==> src/rtl/riscv_m_pkg.sv <==
// Shared constants and types for the RV32M multiply/divide execute unit.
package riscv_m_pkg;

  // funct3 encodings of the M-extension operations
  localparam logic [2:0] MUL_F3    = 3'b000;
  localparam logic [2:0] MULH_F3   = 3'b001;
  localparam logic [2:0] MULHSU_F3 = 3'b010;
  localparam logic [2:0] MULHU_F3  = 3'b011;
  localparam logic [2:0] DIV_F3    = 3'b100;
  localparam logic [2:0] DIVU_F3   = 3'b101;
  localparam logic [2:0] REM_F3    = 3'b110;
  localparam logic [2:0] REMU_F3   = 3'b111;

  // funct7 value identifying an OP-class instruction as M-extension
  localparam logic [6:0] M_FUNCT7 = 7'b0000001;

  typedef enum logic [1:0] {
    IDLE,
    CALC,
    FIX,
    DONE
  } md_state_e;

endpackage

==> src/rtl/muldiv_step.sv <==
// One iteration of the shared datapath: shift-add for multiply,
// restoring trial-subtract for divide. acc holds {hi, lo} halves.
module muldiv_step #(
  parameter int unsigned XLEN = 32
) (
  input  logic              is_div,
  input  logic [2*XLEN-1:0] acc_in,
  input  logic [XLEN-1:0]   mcand,
  input  logic              mul_bit,
  input  logic [XLEN-1:0]   divisor,
  input  logic              div_bit,
  output logic [2*XLEN-1:0] acc_out
);

  logic [XLEN-1:0] hi;
  logic [XLEN-1:0] lo;
  logic [XLEN:0]   sum;
  logic [XLEN:0]   rem_sh;
  logic [XLEN:0]   trial;

  // Single-step combinational update of the accumulator
  always_comb begin
    hi     = acc_in[2*XLEN-1:XLEN];
    lo     = acc_in[XLEN-1:0];
    sum    = {1'b0, hi} + (mul_bit ? {1'b0, mcand} : '0);
    rem_sh = {hi, div_bit};
    // Partial remainder is always below the divisor, so bit XLEN of the
    // difference is set exactly when the trial subtraction underflows.
    trial  = rem_sh - {1'b0, divisor};
    if (is_div) begin
      if (!trial[XLEN]) acc_out = {trial[XLEN-1:0], lo[XLEN-2:0], 1'b1};
      else              acc_out = {rem_sh[XLEN-1:0], lo[XLEN-2:0], 1'b0};
    end else begin
      acc_out = {sum, lo[XLEN-1:1]};
    end
  end

endmodule

==> src/rtl/riscv_muldiv.sv <==
// Iterative RV32M multiply/divide unit: one bit per cycle, sign-magnitude
// operands, sign fix-up in a dedicated state, divide special cases in IDLE.
module riscv_muldiv
  import riscv_m_pkg::*;
#(
  parameter int unsigned XLEN = 32
) (
  input  logic            clk,
  input  logic            reset,
  input  logic            start,
  input  logic [2:0]      funct3,
  input  logic [XLEN-1:0] srcA,
  input  logic [XLEN-1:0] srcB,
  input  logic            kill,
  output logic            busy,
  output logic            done,
  output logic [XLEN-1:0] result
);

  localparam int unsigned CW = $clog2(XLEN) + 1;
  localparam logic [XLEN-1:0] MIN_NEG = {1'b1, {(XLEN-1){1'b0}}};

  md_state_e         state_q, state_d;
  logic [2:0]        f3_q, f3_d;
  logic              neg_q, neg_d;
  logic              sa_q, sa_d;
  logic [2*XLEN-1:0] acc_q, acc_d;
  logic [XLEN-1:0]   opa_q, opa_d;
  logic [XLEN-1:0]   opb_q, opb_d;
  logic [CW-1:0]     cnt_q, cnt_d;
  logic              busy_q, busy_d;
  logic              done_q, done_d;
  logic [XLEN-1:0]   result_q, result_d;

  logic [2*XLEN-1:0] step_acc;
  logic [2*XLEN-1:0] prod;
  logic [XLEN-1:0]   a_mag, b_mag, quo, rem;
  logic              a_sgn, b_sgn, div_zero, ovf;

  muldiv_step #(.XLEN(XLEN)) u_step (
    .is_div  (f3_q[2]),
    .acc_in  (acc_q),
    .mcand   (opa_q),
    .mul_bit (opb_q[0]),
    .divisor (opb_q),
    .div_bit (opa_q[XLEN-1]),
    .acc_out (step_acc)
  );

  // Next-state, datapath sequencing and result selection
  always_comb begin
    state_d  = state_q;
    f3_d     = f3_q;
    neg_d    = neg_q;
    sa_d     = sa_q;
    acc_d    = acc_q;
    opa_d    = opa_q;
    opb_d    = opb_q;
    cnt_d    = cnt_q;
    result_d = result_q;

    a_sgn    = srcA[XLEN-1] & (funct3 inside {MULH_F3, MULHSU_F3, DIV_F3, REM_F3});
    b_sgn    = srcB[XLEN-1] & (funct3 inside {MULH_F3, DIV_F3, REM_F3});
    a_mag    = a_sgn ? -srcA : srcA;
    b_mag    = b_sgn ? -srcB : srcB;
    div_zero = funct3[2] && (srcB == '0);
    ovf      = (funct3 == DIV_F3 || funct3 == REM_F3) && (srcA == MIN_NEG) && (srcB == '1);

    prod = neg_q ? -acc_q : acc_q;
    quo  = acc_q[XLEN-1:0];
    rem  = acc_q[2*XLEN-1:XLEN];

    unique case (state_q)
      IDLE: begin
        if (start) begin
          f3_d  = funct3;
          neg_d = a_sgn ^ b_sgn;
          sa_d  = a_sgn;
          opa_d = a_mag;
          opb_d = b_mag;
          acc_d = '0;
          cnt_d = '0;
          if (div_zero) begin
            result_d = funct3[1] ? srcA : '1;
            state_d  = DONE;
          end else if (ovf) begin
            result_d = funct3[1] ? '0 : srcA;
            state_d  = DONE;
          end else begin
            state_d = CALC;
          end
        end
      end
      CALC: begin
        acc_d = step_acc;
        if (f3_q[2]) opa_d = opa_q << 1;
        else         opb_d = opb_q >> 1;
        cnt_d = cnt_q + CW'(1);
        if (cnt_q == CW'(XLEN - 1)) state_d = FIX;
      end
      FIX: begin
        unique case (f3_q)
          MUL_F3:                      result_d = prod[XLEN-1:0];
          MULH_F3, MULHSU_F3, MULHU_F3: result_d = prod[2*XLEN-1:XLEN];
          DIV_F3, DIVU_F3:             result_d = neg_q ? -quo : quo;
          default:                     result_d = sa_q ? -rem : rem;
        endcase
        state_d = DONE;
      end
      DONE: state_d = IDLE;
      default: state_d = IDLE;
    endcase

    // A flush wins over everything except reset; the result is left untouched.
    if (kill) begin
      state_d  = IDLE;
      result_d = result_q;
    end

    busy_d = (state_d != IDLE);
    done_d = (state_d == DONE);
  end

  // State, datapath and registered outputs
  always_ff @(posedge clk) begin
    if (reset) begin
      state_q  <= IDLE;
      f3_q     <= '0;
      neg_q    <= 1'b0;
      sa_q     <= 1'b0;
      acc_q    <= '0;
      opa_q    <= '0;
      opb_q    <= '0;
      cnt_q    <= '0;
      busy_q   <= 1'b0;
      done_q   <= 1'b0;
      result_q <= '0;
    end else begin
      state_q  <= state_d;
      f3_q     <= f3_d;
      neg_q    <= neg_d;
      sa_q     <= sa_d;
      acc_q    <= acc_d;
      opa_q    <= opa_d;
      opb_q    <= opb_d;
      cnt_q    <= cnt_d;
      busy_q   <= busy_d;
      done_q   <= done_d;
      result_q <= result_d;
    end
  end

  assign busy   = busy_q;
  assign done   = done_q;
  assign result = result_q;

endmodule

==> config.mk <==
export PLATFORM = sky130hd
export DESIGN_NAME = riscv_muldiv
export DESIGN_NICKNAME = d
export VERILOG_FILES = /design/src/rtl/riscv_m_pkg.sv /design/src/rtl/muldiv_step.sv /design/src/rtl/riscv_muldiv.sv
export SDC_FILE = /design/constraint.sdc
export NUM_CORES = 1
export LEC_CHECK = 0
export CAP_MARGIN = 25
export CORE_ASPECT_RATIO = 2
export CORE_MARGIN = 8
export CORE_UTILIZATION = 27
export DETAILED_ROUTE_END_ITERATION = 8
export PLACE_DENSITY_LB_ADDON = 0.1
export SLEW_MARGIN = 10
export SYNTH_ARGS = -nofsm -noshare
export SYNTH_HDL_FRONTEND = slang
export SYNTH_SLANG_ARGS = --single-unit
==> constraint.sdc <==
create_clock -name clk -period 5.7 [get_ports clk]
set_input_delay 1.425 -clock clk [delete_from_list [all_inputs] [get_ports clk]]
set_output_delay 1.425 -clock clk [all_outputs]
set_load 0.01 [all_outputs]
==> qor.yml <==
run_status:
  status: "complete, no violations"
detailed_routing:
  ant_nets: 0
  wl_mm: 76.4
  drcViolationCount: 0
  via_per_inst: 5.57
  wire_per_inst_um: 25.7
  vias: 16500
  drt_iter0_drc: 1168
  drtPass1Iterations: 7
critical_path:
  crit_arrival_ns: 5.12
  crit_fanout: 15
  worstSetupStartpointType: "input pin"
  ff2ff_setup_slack_ns: 1.04
  critPathCaptureType: "flop"
  critPathKind: "in2reg"
  crit_required_ns: 6.05
  rr_worst_depth: 9
layout:
  fin_area_sq_um: 17900
  drive_above_1_share_pct: 6.11
  stdcell_count: 2969
  finalNetCount: 2341
  area_growth_pct: 15.6
  n_fill_cell: 6221
global_route:
  antenna_found_initial: 4
  grt_pass1_vias: 16300
  grt_remaining_overflow: 0
  grt_pass1_wl_mm: 110
  grt_usage_pct: 22.9
  grt_max_degree: 71
floorplan:
  rows: 124
  start_util_pct: 27.3
  dieArea_sq_um: 65900
  core_sq_um: 56900
  die_w_um: 186
  die_h_um: 355
  num_io_pins: 105
sta:
  max_freq_mhz: 210
  finalMaxSlewViolations: 0
  fin_setup_tns_ns: 0
  setup_slack_ns: 0.928
  slew_headroom_pct: 29.3
  fin_crit_ns: 4.77
  fin_worst_skew_ns: 0.0194
  fin_crit_sh_pct: 83.7
  worst_slew_pin_slew_ns: 1.05
  rsz0062_at_grt: "false"
  final-hold-violation-count: 0
  setup_violations: 0
placement:
  place_congestion: 0.903
  hpwl_mm: 60.0
  portBuffers: 104
  pre_cts_slack_ns: 0.485
  dpl.cell_count: 2933
  placed_area_sq_um: 17300
logic_synthesis:
  synth_seq_cells: 175
  ys_types: 80
  ys.warnings.count: 0
  synth_area_leaders: "dfxtp_1 23%, nor2_1 6.9%, a21oi_1 6.6%"
  avgSynthCellArea_sq_um: 7.09
  async_flop_share_pct: 0
  synth_top_area_cell: "dfxtp_1"
  synth_top_area_share_pct: 22.6
  postSynthCellCount: 2187
  ys_seq_area_share_pct: 22.6
  synthFlopType: "dfxtp_1"
  synth.net_count: 2331
  syn_area_sq_um: 15500
  synth-edff-count: 0
clock_network:
  cts_buffers: 17
  post_cts_buffers: 0
  cts_tree: "done"
  cts_buffer_depth: 2
  cts_hold_buf: 0
  cts_resized: 0
  clk_latency_ns: 0.48
  cts.clk_slew.worst_paths_ns: 0.08
  cts.sinks: 175
  h-tree-depth: 4
  clockRootBuffer: "clkbuf_16"
pwr:
  ir_drop_mv: 0.234
  leakagePower_nw: 6.69
  power_density_nw_per_um2: 206
worst_hold_path:
  holdPathStages: 2
  worstHoldPathType: "reg2reg"
flow_run:
  cap_viol_max_count: 0
[cell type report]
type                    count  area (sq um)  share of cell area, %
repair buffers            166          1520                   8.48
clock inverters            15           150                  0.837
clock buffers              17           425                   2.37
inverters                  63           236                   1.32
diodes                      3          7.51                 0.0419
flip-flops and latches    175          3500                   19.5
multi-input cells        1774         11100                   62.1
well taps                 756           946                   5.27
[kinds of logic (layout without fill, tap and decap cells)]
| family | after synthesis | in the layout | synth area share [%] |
|---|---|---|---|
| AOI/OAI and AO/OA | 771 | 771 | 32.0 |
| and+or+nand+nor | 734 | 734 | 22.2 |
| buffers and inverters | 238 | 261 | 5.96 |
| DFF | 175 | 175 | 22.6 |
| xor gates and xnor gates | 170 | 170 | 9.60 |
| adders and majority gates | 73 | 73 | 5.98 |
| muxes | 26 | 26 | 1.70 |
| other | 0 | 3 | 0 |
[metrics by stage]
stage	power (mW)	utilization [%]	hold slack (ns)
finish	3.69	31.5	0.457
global placement	2.47	30.4	0.457
CTS	3.72	31.5	0.459
global route	3.85	31.5	0.478
detailed placement	2.48	30.5	0.448
floorplan	2.05	-	0.443
[synthesized netlist by cell type, drive strengths merged, types with 4 or more instances]
| cell type | instances |
|---|---|
| a31oi | 16 |
| a22oi | 16 |
| and3 | 6 |
| or2 | 11 |
| inv | 62 |
| xnor2 | 91 |
| nor2 | 287 |
| and4 | 4 |
| or4 | 19 |
| and2 | 37 |
| a41oi | 6 |
| nor3 | 45 |
| o31ai | 35 |
| a311oi | 16 |
| o2111ai | 4 |
| nand4 | 19 |
| nand3b | 5 |
| nand2b | 19 |
| a21oi | 207 |
| nor4 | 16 |
| o211ai | 25 |
| nor2b | 12 |
| mux2i | 23 |
| o221ai | 18 |
| dfxtp | 175 |
| a2111oi | 4 |
| a221oi | 8 |
| o21ai | 159 |
| nand3 | 27 |
| o22ai | 42 |
| nand2 | 188 |
| o41ai | 14 |
| clkbuf | 154 |
| a22o | 5 |
| o21a | 9 |
| or3 | 26 |
| buf | 21 |
| a21o | 38 |
| xor2 | 79 |
| o21bai | 6 |
| ha | 71 |
| nor3b | 4 |
| a211oi | 113 |
[critical path, stage by stage]
cell             delay (ns)
clkdlybuf4s50_1        0.47
or3_4                  0.42
or4_4                  0.44
or4_1                  0.44
or3_4                  0.43
o22ai_2                0.27
a21oi_2                0.13
or3_1                  0.52
buf_4                  0.28
nor3_1                 0.22
nor3_1                 0.07
[layer usage]
metal / vias up / routed length (um) / track usage, %
met2: 434 / 40500 / 43.1
met5: - / 0 / 0
met4: 0 / 7600 / 19.6
met1: 7966 / 26100 / 21.3
li1: 7998 / - / -
met3: 143 / 2170 / 2.58
[path summary, 6_finish.rpt]
| check | startpoint | endpoint |
|---|---|---|
| max | srcB[14] | result[19]$_SDFFE_PP0P_ |
| max reg2reg | acc_q[6]$_SDFFE_PP0P_ | result[29]$_SDFFE_PP0P_ |
| min reg2reg | result[9]$_SDFFE_PP0P_ | result[9]$_SDFFE_PP0P_ |
| min | result[9]$_SDFFE_PP0P_ | result[9]$_SDFFE_PP0P_ |
[cell usage in the layout, fill, tap and decap left out, drive strengths merged, types with 16 or more instances in the layout]
master	count
xor2	79
a311oi	16
o221ai	18
xnor2	91
nand3	27
o31ai	35
or4	19
buf	62
o211ai	25
a22oi	16
o21ai	159
ha	71
nor4	16
and2	37
nand4	19
a21oi	207
nor2	287
inv	69
dfxtp	175
mux2i	23
clkbuf	18
nor3	45
nand2	188
or3	26
a21o	38
nand2b	19
a31oi	16
o22ai	42
a211oi	113
clkdlybuf4s50	103
[sequential cells by signal, summed over array words and instances (netlist names)]
register and cells:
acc_q 64, busy 1, cnt_q 6, done 1, f3_q 3, neg_q 1
opa_q 32, opb_q 32, result 32, sa_q 1, state_q 2
[report_power, final]
group,internal [mW],leakage (nW),switching (mW)
registers,1.28,1.43,0.0735
clock network,0.582,0.275,0.650
logic,0.400,4.99,0.701
Note: power is estimated with default switching activity, not from simulation.
==> RTL change 1, RTL diff (same flow settings) <==
Make the reset (`reset`) asynchronous in one clocked block.
--- a/src/rtl/riscv_muldiv.sv
+++ b/src/rtl/riscv_muldiv.sv
@@ -123,5 +123,5 @@
 
   // State, datapath and registered outputs
-  always_ff @(posedge clk) begin
+  always_ff @(posedge clk or posedge reset) begin
     if (reset) begin
       state_q  <= IDLE;
Check against the original RTL: differs if reset is asserted again (counterexample within 4 cycles, from zero or initial values and one cycle with reset high); with reset held inactive, the same outputs for 4 cycles.
==> RTL change 1 against the original RTL <==
- final area up 2.8%
- wire length shrank 5.4%
- via count decreased by 5.0%
- synthesized area rose by 2.1%
- maximum frequency up 1.0%
- sequential cell count unchanged
- worst setup slack gained 0.049 ns
- worst hold slack better by 0.017 ns
- largest cell class unchanged
Power is not compared: it rests on default switching activity, and its combinational part moved more than twofold at a synthesized area within 25%.
==> RTL change 1: results <==
{
  "status": "completed",
  "cp_max_fo": 16,
  "diodes": 0,
  "cp_slowest_stage_delay_ns": 0.63,
  "gp_congestion": 0.9244,
  "setup.worst_path.start": "srcB[12]",
  "worstHoldStart": "cnt_q[5]",
  "synth_common_cells": "232 x o21ai_0, 215 x nand2_1, 200 x a21oi_1",
  "hpwlAfterDp_mm": 57.45,
  "drive_above_1_share": 0.06066,
  "final_cell_count_no_fill": 2872,
  "grt_pass1_vias": 16240,
  "reg2reg_to": "result[5]",
  "critical_path_arrival_ns": 5.09,
  "post_drt_via_cell_ratio": 5.473,
  "grt_pass1_wl_mm": 106.8,
  "dp.cells": 2841,
  "post-place-ws_ns": 0.4334,
  "finalPower_mw": 9.095,
  "gr-usage-met1": 0.2003,
  "ys_async_sr_fraction": 1.000,
  "synthTopCellsByArea": "dfrtp_1 28%, o21ai_0 7.3%, a21oi_1 6.3%, ha_1 5.6%, xnor2_1 5.3%",
  "final_common_cell": "o21ai_0",
  "hold_ws_ns": 0.4740,
  "skew_ns": 0.01510,
  "worst_slack_ns": 0.9772,
  "drt_iter0_drc": 996,
  "synth_cell_type_count": 76,
  "hold_depth": 1,
  "fin_nets": 2243,
  "max-slew-margin-rel": 0.1989,
  "grt_util_met2": 0.4075,
  "reg2reg_from": "acc_q[10]",
  "drt-wirelength-per-cell_um": 25.19
}
RTL change 1: changes by cell type in the layout (fill, tap and decap cells not counted), sizes merged, moves of 17 or more:
cell / before / now
o21ai: 159 / 240
nor3: 45 / 28
dfrtp: 0 / 175
dfxtp: 175 / 0
nor2: 287 / 167
a211oi: 113 / 12
nand2: 188 / 216
maj3: 0 / 21
RTL change 1: cell families (layout without fill, tap and decap cells):
logic type	Yosys count	in the layout	synth area share
xor+xnor	191	191	0.1056
compound gates	715	715	0.2747
simple gates	644	644	0.1958
fa+ha+maj	94	94	0.07184
flops	175	175	0.2763
mux	38	38	0.02424
buf+inv	212	253	0.05155
RTL change 1: final cells by class:
type	instances	area, um2
clock buffers	18	439.2
clock inverters	12	162.7
fillers	6214	39580
inverters	61	232.7
multi-input cells	1682	10700
flip-flops and latches	175	4379
well taps	762	953.4
repair buffers	162	1572
RTL change 1: per-layer routing:
layer	part of all wire	wire length [um]
met5	0	0
met4	0.087	6281
met3	0.027	1959
met2	0.54	38970
met1	0.35	25140
==> RTL change 2, RTL diff (config.mk and constraints unchanged) <==
Without the edit above. `XLEN` is set to 32 in 2 places; all go to 16.
--- a/src/rtl/muldiv_step.sv
+++ b/src/rtl/muldiv_step.sv
@@ -2,5 +2,5 @@
 // restoring trial-subtract for divide. acc holds {hi, lo} halves.
 module muldiv_step #(
-  parameter int unsigned XLEN = 32
+  parameter int unsigned XLEN = 16
 ) (
   input  logic              is_div,
--- a/src/rtl/riscv_muldiv.sv
+++ b/src/rtl/riscv_muldiv.sv
@@ -4,5 +4,5 @@
   import riscv_m_pkg::*;
 #(
-  parameter int unsigned XLEN = 32
+  parameter int unsigned XLEN = 16
 ) (
   input  logic            clk,
Interface: changed (resized result, srcA and srcB); port bits go from 105 to 57. The function was not compared with the original's and may differ.
==> RTL change 2 against the original RTL <==
- sequential cell count down 81
- power fell by 50%
- first-iteration DRC count is 45% lower
- final area shrank 49%
- worst hold slack gained 0.030 ns
- global-route usage shrank 6.3 points
- sequential power decreased by 47%
- worst setup slack gained 0.38 ns
- wire length shrank 62%
- synthesized area is 49% lower
==> RTL change 2: results <==
{
  "status": "completed",
  "post_drt_via_cell_ratio": 5.373,
  "synthTopCellsByArea": "dfxtp_1 24%, nor2_1 7.1%, a21oi_1 6.6%, ha_1 6.3%, xor2_1 4.6%",
  "portBuffers": 56,
  "nFillCells": 3181,
  "hpwlAfterDp_mm": 22.21,
  "ir_drop_uv": 122.7,
  "clock_latency_ns": 0.38,
  "power_leakage_nw": 3.327,
  "grt_antenna_before_repair": 1,
  "synthCells": 1063,
  "cts_made_buffers": 9,
  "synth_common_cells": "150 x nor2_1, 105 x a21oi_1, 94 x dfxtp_1",
  "largest_reg_flops": 32,
  "fin_crit_sh": 0.7712,
  "dp.cells": 1421,
  "drive_above_1_share": 0.04846,
  "cp_max_fo": 17,
  "m1WireLength_mm": 13.60,
  "ys_seq_area_frac": 0.2367,
  "drt-wirelength-per-cell_um": 20.21,
  "gp_congestion": 0.8794,
  "area_delta_synth_final_pct": 14.23,
  "wl_mm": 29.07,
  "cp_slowest_stage_delay_ns": 0.56,
  "grt_pass1_wl_mm": 44.79,
  "crit_slowest_cell": "or4_1",
  "rrSetupSlack_ns": 2.05,
  "grt_start_max_net_pins": 61,
  "placed_area_um2": 8756,
  "drtPass1Iterations": 5
}
==> RTL change 2: cell count changes after synthesis, moves of 74 or more <==
cell	delta
dfxtp_1	-81
nor2_1	-137
o21ai_0	-107
clkbuf_1	-95
a21oi_1	-101
nand2_1	-130
a211oi_1	-74
==> RTL change 2: how the worst min path moves through the flow <==
stage / slack [ns] / end
after floorplan: 0.45 / cnt_q[4]
after global placement: 0.47 / cnt_q[4]
after detailed placement: 0.47 / result[13]
after CTS: 0.49 / result[9]
after global routing: 0.50 / result[11]
final: 0.49 / result[9]
==> RTL change 2: final cells by class <==
cell class / count / share of cell area
antenna: 1 / 0.0002756
clock buffer: 10 / 0.02521
clock inverter: 6 / 0.01033
inverter: 40 / 0.01653
multi-input combinational: 855 / 0.6192
sequential: 94 / 0.2072
tap: 364 / 0.05015
timing repair buffer: 68 / 0.07109
==> RTL change 2: routing by layer <==
metal,track usage,up-vias
met5,0,-
met4,0.05524,0
met3,0.03375,30
met2,0.2608,178
met1,0.2197,3600
li1,-,3918
==> RTL change 2: logic make-up (layout without fill, tap and decap cells) <==
group | count (synthesis) | count (layout) | synth area share
buffers and inverters | 114 | 124 | 0.05792
adders and majority gates | 58 | 58 | 0.08813
and+or+nand+nor | 350 | 350 | 0.2120
xor gates and xnor gates | 74 | 74 | 0.08152
AOI/OAI and AO/OA | 344 | 344 | 0.2871
DFF | 94 | 94 | 0.2367
muxes | 29 | 29 | 0.03667
other | 0 | 1 | 0
==> RTL change 2: report_power, final <==
group	internal (mW)	leakage (nW)	switching (mW)
Clock	0.389	0.154	0.303
Sequential	0.684	0.765	0.0297
Combinational	0.168	2.41	0.256
